--- src/rtl/fetch_decode_skid_reg.sv ---
// IF/ID elastic stage: valid/ready handshake with a 2-entry skid buffer, registered up_ready,
// synchronous flush to a NOP bubble, and saturating stall/flush counters.
module fetch_decode_skid_reg #(
    parameter int          DATA_WIDTH = 32,
    parameter logic [31:0] NOP_INSTR  = 32'h00000013,
    parameter int          CNT_WIDTH  = 16
) (
    input  logic                  clk,
    input  logic                  rst_n,
    input  logic                  flush,
    input  logic                  up_valid,
    output logic                  up_ready,
    input  logic [DATA_WIDTH-1:0] instrF,
    input  logic [DATA_WIDTH-1:0] PCF,
    input  logic [DATA_WIDTH-1:0] PCPlus4F,
    output logic                  down_valid,
    input  logic                  down_ready,
    output logic [DATA_WIDTH-1:0] instrD,
    output logic [DATA_WIDTH-1:0] PCD,
    output logic [DATA_WIDTH-1:0] PCPlus4D,
    output logic [CNT_WIDTH-1:0]  stall_cnt,
    output logic [CNT_WIDTH-1:0]  flush_cnt
);

    localparam logic [DATA_WIDTH-1:0] NOP_D    = DATA_WIDTH'(NOP_INSTR);
    localparam logic [DATA_WIDTH-1:0] ZERO_D   = {DATA_WIDTH{1'b0}};
    localparam logic [CNT_WIDTH-1:0]  CNT_MAX  = {CNT_WIDTH{1'b1}};
    localparam logic [CNT_WIDTH-1:0]  CNT_ZERO = {CNT_WIDTH{1'b0}};
    localparam logic [CNT_WIDTH-1:0]  CNT_ONE  = CNT_WIDTH'(1'b1);

    // State bits are {main_v, skid_v}.
    typedef enum logic [1:0] {
        ST_EMPTY = 2'b00,
        ST_FULL  = 2'b10,
        ST_SKID  = 2'b11
    } state_t;

    typedef enum logic [1:0] {
        LD_HOLD = 2'd0,
        LD_IN   = 2'd1,
        LD_SKID = 2'd2,
        LD_NOP  = 2'd3
    } main_ld_t;

    state_t                r_state;
    state_t                w_state_nxt;
    main_ld_t              w_main_ld;
    logic                  w_skid_ld;
    logic                  r_up_ready;
    logic                  w_main_v;
    logic                  w_skid_v;
    logic                  w_up_fire;
    logic                  w_dn_fire;
    logic                  w_stall_evt;
    logic                  w_flush_evt;
    logic [DATA_WIDTH-1:0] r_instr_d;
    logic [DATA_WIDTH-1:0] r_pc_d;
    logic [DATA_WIDTH-1:0] r_pc4_d;
    logic [DATA_WIDTH-1:0] r_skid_instr;
    logic [DATA_WIDTH-1:0] r_skid_pc;
    logic [DATA_WIDTH-1:0] r_skid_pc4;
    logic [CNT_WIDTH-1:0]  r_stall_cnt;
    logic [CNT_WIDTH-1:0]  r_flush_cnt;

    function automatic logic [CNT_WIDTH-1:0] sat_inc(input logic [CNT_WIDTH-1:0] v);
        if (v == CNT_MAX) begin
            sat_inc = v;
        end else begin
            sat_inc = v + CNT_ONE;
        end
    endfunction

    assign w_main_v    = r_state[1];
    assign w_skid_v    = r_state[0];
    assign w_up_fire   = up_valid & r_up_ready;
    assign w_dn_fire   = w_main_v & down_ready;
    assign w_stall_evt = w_main_v & ~down_ready;
    assign w_flush_evt = flush & (w_main_v | w_skid_v);

    // Next-state and load-select logic; flush overrides every transition.
    always_comb begin
        w_state_nxt = r_state;
        w_main_ld   = LD_HOLD;
        w_skid_ld   = 1'b0;
        if (flush) begin
            w_state_nxt = ST_EMPTY;
            w_main_ld   = LD_NOP;
        end else begin
            case (r_state)
                ST_EMPTY: begin
                    if (w_up_fire) begin
                        w_state_nxt = ST_FULL;
                        w_main_ld   = LD_IN;
                    end else begin
                        w_state_nxt = ST_EMPTY;
                    end
                end
                ST_FULL: begin
                    if (w_dn_fire && w_up_fire) begin
                        w_main_ld   = LD_IN;
                    end else if (w_dn_fire) begin
                        w_state_nxt = ST_EMPTY;
                        w_main_ld   = LD_NOP;
                    end else if (w_up_fire) begin
                        w_state_nxt = ST_SKID;
                        w_skid_ld   = 1'b1;
                    end else begin
                        w_state_nxt = ST_FULL;
                    end
                end
                ST_SKID: begin
                    if (w_dn_fire) begin
                        w_state_nxt = ST_FULL;
                        w_main_ld   = LD_SKID;
                    end else begin
                        w_state_nxt = ST_SKID;
                    end
                end
                default: begin
                    w_state_nxt = ST_EMPTY;
                    w_main_ld   = LD_NOP;
                end
            endcase
        end
    end

    // State register; ready is derived from the next state so a drain reopens it one cycle later.
    always_ff @(posedge clk or negedge rst_n) begin
        if (!rst_n) begin
            r_state    <= ST_EMPTY;
            r_up_ready <= 1'b1;
        end else begin
            r_state    <= w_state_nxt;
            r_up_ready <= (w_state_nxt != ST_SKID);
        end
    end

    // Main payload doubles as the output register, so the NOP/0 bubble is loaded when it empties.
    always_ff @(posedge clk or negedge rst_n) begin
        if (!rst_n) begin
            r_instr_d <= NOP_D;
            r_pc_d    <= ZERO_D;
            r_pc4_d   <= ZERO_D;
        end else begin
            case (w_main_ld)
                LD_IN: begin
                    r_instr_d <= instrF;
                    r_pc_d    <= PCF;
                    r_pc4_d   <= PCPlus4F;
                end
                LD_SKID: begin
                    r_instr_d <= r_skid_instr;
                    r_pc_d    <= r_skid_pc;
                    r_pc4_d   <= r_skid_pc4;
                end
                LD_NOP: begin
                    r_instr_d <= NOP_D;
                    r_pc_d    <= ZERO_D;
                    r_pc4_d   <= ZERO_D;
                end
                default: begin
                    r_instr_d <= r_instr_d;
                    r_pc_d    <= r_pc_d;
                    r_pc4_d   <= r_pc4_d;
                end
            endcase
        end
    end

    // Skid payload captures the input only when main is stalled and fetch still fires.
    always_ff @(posedge clk or negedge rst_n) begin
        if (!rst_n) begin
            r_skid_instr <= ZERO_D;
            r_skid_pc    <= ZERO_D;
            r_skid_pc4   <= ZERO_D;
        end else if (w_skid_ld) begin
            r_skid_instr <= instrF;
            r_skid_pc    <= PCF;
            r_skid_pc4   <= PCPlus4F;
        end else begin
            r_skid_instr <= r_skid_instr;
            r_skid_pc    <= r_skid_pc;
            r_skid_pc4   <= r_skid_pc4;
        end
    end

    // Saturating event counters, cleared only by reset.
    always_ff @(posedge clk or negedge rst_n) begin
        if (!rst_n) begin
            r_stall_cnt <= CNT_ZERO;
            r_flush_cnt <= CNT_ZERO;
        end else begin
            r_stall_cnt <= w_stall_evt ? sat_inc(r_stall_cnt) : r_stall_cnt;
            r_flush_cnt <= w_flush_evt ? sat_inc(r_flush_cnt) : r_flush_cnt;
        end
    end

    assign up_ready   = r_up_ready;
    assign down_valid = w_main_v;
    assign instrD     = r_instr_d;
    assign PCD        = r_pc_d;
    assign PCPlus4D   = r_pc4_d;
    assign stall_cnt  = r_stall_cnt;
    assign flush_cnt  = r_flush_cnt;

endmodule

--- config.mk ---
export PLATFORM = sky130hd
export DESIGN_NAME = fetch_decode_skid_reg
export DESIGN_NICKNAME = d
export VERILOG_FILES = /design/src/rtl/fetch_decode_skid_reg.sv
export SDC_FILE = /design/constraint.sdc
export NUM_CORES = 1
export LEC_CHECK = 0
export CORE_UTILIZATION = 51
export CTS_CLUSTER_DIAMETER = 40
export DETAILED_ROUTE_END_ITERATION = 7
export GPL_TIMING_DRIVEN = 0
export PLACE_DENSITY = 0.79
export REMOVE_ABC_BUFFERS = 1
export SLEW_MARGIN = 20
export SYNTH_ARGS = -nofsm -noshare
export SYNTH_HDL_FRONTEND = slang
export SYNTH_SLANG_ARGS = --single-unit
--- constraint.sdc ---
create_clock -name clk -period 2.2 [get_ports clk]
set_clock_uncertainty 0.1 [all_clocks]
set_input_delay 0.44 -clock clk [delete_from_list [all_inputs] [get_ports clk]]
set_output_delay 0.44 -clock clk [all_outputs]
set_load 0.05 [all_outputs]
* Word-level counts from Yosys, hierarchy flattened
Cells that the tools add are included.
** Storage, ports and cells
- Flip-flop bits (word level) :: 227
- Input bits :: 101
- Output and inout port bits :: 130
- Word-level logic and storage cells :: 54
** Operators by class
- Add/sub/neg operators :: 2
- Eq/ne operators :: 8
- Muxes and demuxes :: 21
- Bitwise operators :: 8
- Reductions and logical operators :: 5
** Operators with widths (count)
- $pmux 32 s3 :: 3
- $add 16x1->16 const B :: 2
- $eq 16x16->1 const B :: 2
- $mux 2 :: 8
- $pmux 2 s3 :: 2
- $eq 2x2->1 const B :: 4
- $mux 1 :: 8
- $and 1x1->1 :: 4
- $reduce_and 2->1 :: 2
- $not 1->1 :: 3
- $reduce_bool 3->1 :: 1
- $eq 2x1->1 const B :: 1
- $logic_not 2->1 :: 1
- $ne 2x2->1 const B :: 1
- $logic_and 1x1->1 :: 1
- $or 1x1->1 :: 1

* Longest topological paths before layout
- Word-level depth :: 7
- Gate-level depth with buffers :: 8
- Mapped depth without buffers :: 5

* Worst setup path before layout
Ideal clock, no wire load.
- Kind :: register to register
- Start point :: register r_state[1]
- End point :: register r_skid_instr[0]
- Setup time :: 0.125 ns
- Data arrival time :: 1.985 ns
- Data required time :: 1.975 ns
- Slack :: -0.010 ns
- Stages on the path, launching flop included :: 8
- Buffers on the path :: 4
- Clock period less this slack :: 2.210 ns
- Path through :: dfrtp_1 > buf_4 > nand2b_4 > or3_1 > buf_2 > buf_6 > buf_6 > mux2_4
** On the way
- Word-level cells in the longest chain between the ends :: 5
- Elaborated cells on any way between the ends :: 7
- Classes of those cells :: eq/ne (1); mux (4); bitwise (1); reduce/logical (1)
** Ends and longest elaborated chain
- start, declared :: line 45 : state_t r_state;
- start signal, assigned :: line 133 : r_state <= w_state_nxt;
- $and 1x1->1 :: line 76 : assign w_dn_fire = w_main_v & down_ready;
- $mux 1 / $logic_and 1x1->1 (equally long branches) :: line 101, 99
- $mux 1 :: line 99 : if (w_dn_fire && w_up_fire) begin
- $mux 1 (*) :: line 89 : case (r_state)
- $mux 1 (*) :: line 85 : if (flush) begin
- end signal, assigned :: line 177 : r_skid_instr <= instrF;
- end signal, assigned :: line 181 : r_skid_instr <= r_skid_instr;
- end, declared :: line 59 : logic [DATA_WIDTH-1:0] r_skid_instr;
Mark *: on every way between the ends. The rest lies on a longest branch, timed or not.
A chain may end at the register's enable or synchronous reset.

* Final worst setup path
- Start point :: register r_instr_d[3] (netlist: instrD[3])
- End point :: output instrD[3]
** RTL lines
- start, declared :: line 56 : logic [DATA_WIDTH-1:0] r_instr_d;
- start signal, assigned :: line 147 : r_instr_d <= instrF;
- start signal, assigned :: line 152 : r_instr_d <= r_skid_instr;
- start signal, assigned :: line 162 : r_instr_d <= r_instr_d;
- end, declared :: line 18 : output logic [DATA_WIDTH-1:0] instrD,
No word-level cell between the ends.

==> summary.txt <==
Power and ir drop
  • Peak supply drop: a little under 700 uV
  • Pwr dens: a little over 1000 nW/um^2
  • Tot Pwr: 14.7 mW
  • Leakage power: ~6.9 nW

Place
  • Port bufs: 230
  • Placed Instances: between 1000 and 1500
  • Final GP Congestion: ~0.80
  • Placement Setup Slack: -0.554 ns
  • Dpl hpwl: 16600 um

Outcome
  • Status: finished, final reports clean

STA
  • Highest clock rate: roughly 0.46 GHz
  • Final setup viols: 0
  • Min Tclk post-route: about 2.2 ns
  • Worst-margin pin slew: 0.639 ns
  • Tcrit/Tclk final: 0.987
  • Setup ws final: roughly 0.030 ns
  • Final Slew Violations: 0
  • Final hold violations: 0
  • WHS: 0.290 ns
  • RSZ-0062 raised after global routing: false
  • Slew HR: 0.574

Min path
  • Cell depth of the worst hold path: 2
  • Tightest Hold Check Type: input pin to flip-flop
  • Worst hold start: flush

Critical path
  • Crit Path Class: flip-flop to output port
  • Critical path cell sequence: clkdlybuf4s50_1
  • Max stage delay on crit path: around 0.8 ns
  • WP data required: ~1.7 ns
  • WP data arrival: between 1.5 and 2 ns
  • Worst Setup End Kind: output port
  • Startpoint Class: flip-flop
  • Worst Path Buf+Inv: 1
  • FF-to-FF Start: up_ready$_DFF_PN1_
  • Critical path depth in cells: 1
  • Slowest CP cell: clkdlybuf4s50_1
  • CP delay by family, top: buffers and inverters
  • Critical Path Source: instrD[3]$_DFFE_PN0P_
  • Worst reg-to-reg path cell count: 4
  • Maximum fanout along the worst path: 2

Route
  • Residual DRC count: 0
  • Via count: between 8000 and 9000
  • DRT antenna net count: 0
  • Vias per cell: approximately 5.9
  • WL final: around 30000 um
  • First-pass DRT Iterations: 5
  • Per-cell routed wire length: around 21 um
  • Initial DRC count: 497

Floorplan
  • DIE AREA: 20600 um^2
  • DIE HEIGHT: roughly 140 um
  • Row count: between 50 and 60
  • Initial Util: 0.522
  • Die Wd: around 140 um
  • Ports: 231
  • Core area: around 20000 um^2

Synth
  • Synth Area in XOR/XNOR: 0.0206
  • Largest area contributor in the netlist: dfrtp_1
  • Post-synthesis mux area share: 0.127
  • Synth cell types: 46
  • Adder-cell share of the synthesized area: 0.00245
  • Ys async rst share: 1.00
  • Yosys warning count: 0
  • Flip-flop and latch count after synthesis: around 230
  • Main combinational cell family by area after synthesis: compound AO/OA/AOI/OAI gates
  • Syn Area/Cell: between 10 and 15 um^2
  • EDFF count, synth: 0
  • Post-synth top flop: dfrtp_1
  • Synth top area cells: dfrtp_1 (55%), a21oi_1 (9.5%), a211oi_1 (6.8%)
  • Sequential share of the synthesized area: 0.556
  • Yosys top cell area share: 0.546
  • Synthesized cell area: a little over 10000 um^2
  • Synth Area in Compound Gates: 0.170
  • Synth Area in Simple Gates: 0.0875
  • Mapped Cells: 904

Clock tree
  • CTS sink cnt: roughly 230
  • Clock transition at path regs: 0.05 ns
  • CTS tree: done
  • H-tree depth: 2
  • Clock tree root driver cell: clkbuf_16
  • Clk_lat worst skew: about 0.51 ns
  • Clock Path Buffers: 3
  • CTS Buf Count: 37

GRT
  • GRT overflow: 0
  • Antenna violations before repair: 1
  • Vias in the first global route: 8737
  • GRT Util Overall: 0.291
  • Global-route wire length before repair: ~46000 um
  • Largest net degree at the start of global routing: 100

Final layout
  • Layout Nets: 1247
  • Post-Layout Cell Count: roughly 1400
  • Syn-to-layout area delta: 41.4%
  • Layout Utilization: 0.738
  • Layout fillers: roughly 1300
  • Ant diodes: 0
  • Most common cell after layout, fill and taps aside: dfrtp_1
  • Share of cells above drive strength 1: 0.197
  • Most frequent cells in the layout: dfrtp_1 (221), a21oi_1 (193), dlygate4sd2_1 (114)

Job
  • MaxCap Viol Count: 0
## layout make-up
type                       count  area [um^2]  area share
clock inverter                20          269      0.0186
clock buffer                  44         1010      0.0700
multi-input combinational    607         4300       0.297
inverter                       1         3.75    0.000260
sequential                   227         5690       0.393
tap                          265          332      0.0229
timing repair buffer         270         2860       0.197
## what timing repair did
item	in CTS	in global routing
pin swaps	2	1
setup endpoints to repair	280	165
resized for setup	118	19
hold buffers	1	0
setup buffers	9	11
endpoints found under the hold margin	32	0
cloned	5	1
## where the power goes
group          total (mW)  internal [mW]  switching [mW]  leakage, nW
combinational        3.33           1.34            1.99         3.42
clock                5.98           3.89            2.09        0.618
sequential           5.42           4.92           0.499         2.89
## sequential cells by signal, summed over array words and instances, names as in the netlist
| register | cells |
|---|---|
| PCD | 32 |
| PCPlus4D | 32 |
| instrD | 32 |
| r_skid_instr | 32 |
| r_skid_pc4 | 32 |
| r_skid_pc | 32 |
| flush_cnt | 16 |
| stall_cnt | 16 |
| r_state | 2 |
| up_ready | 1 |
## synthesized netlist by cell type (all sizes together), types with 8 or more instances
master,number
a21oi,194
mux2,99
xor2,12
buf,47
a211oi,92
xnor2,12
nor3,11
nor2,8
nand3,9
nand2,109
nand4,10
dfrtp,223
clkbuf,27
## cells by family after synthesis
group                    after synthesis
AND/OR/NAND/NOR                      178
buffers and inverters                 75
XOR/XNOR                              24
adder cells (fa/ha/maj)                2
AO/OA/AOI/OAI                        296
flip-flops                           227
multiplexers                         102
## worst paths after layout
check | to | slack (ns)
worst min-delay path | r_state[1]$_DFF_PN0_ | 0.29
worst max-delay path | instrD[3] | 0.03
max in group asynchronous | instrD[0]$_DFFE_PN1P_ | 0.88
worst max register to register | r_skid_pc4[14]$_DFFE_PN0P_ | 0.07
worst min register to register | instrD[4]$_DFFE_PN1P_ | 0.39
min in group asynchronous | r_skid_instr[13]$_DFFE_PN0P_ | 0.32
## metal layers
metal / up-vias / track usage / share of wire
li1: 3787 / - / -
met1: 4274 / 0.380 / 0.41
met2: 370 / 0.464 / 0.47
met3: 60 / 0.0800 / 0.093
met4: 0 / 0.107 / 0.024
met5: - / 0 / 0
## per-stage QoR
stage / setup TNS (ns) / cell area, um^2
floorplan: -465.91 / 9860
global placement: -3326.34 / 12500
detailed placement: -72.94 / 13000
CTS: -0.000292 / 14300
global route: 0 / 14500
finish: 0 / 14500
(Power assumes the default switching activity.)
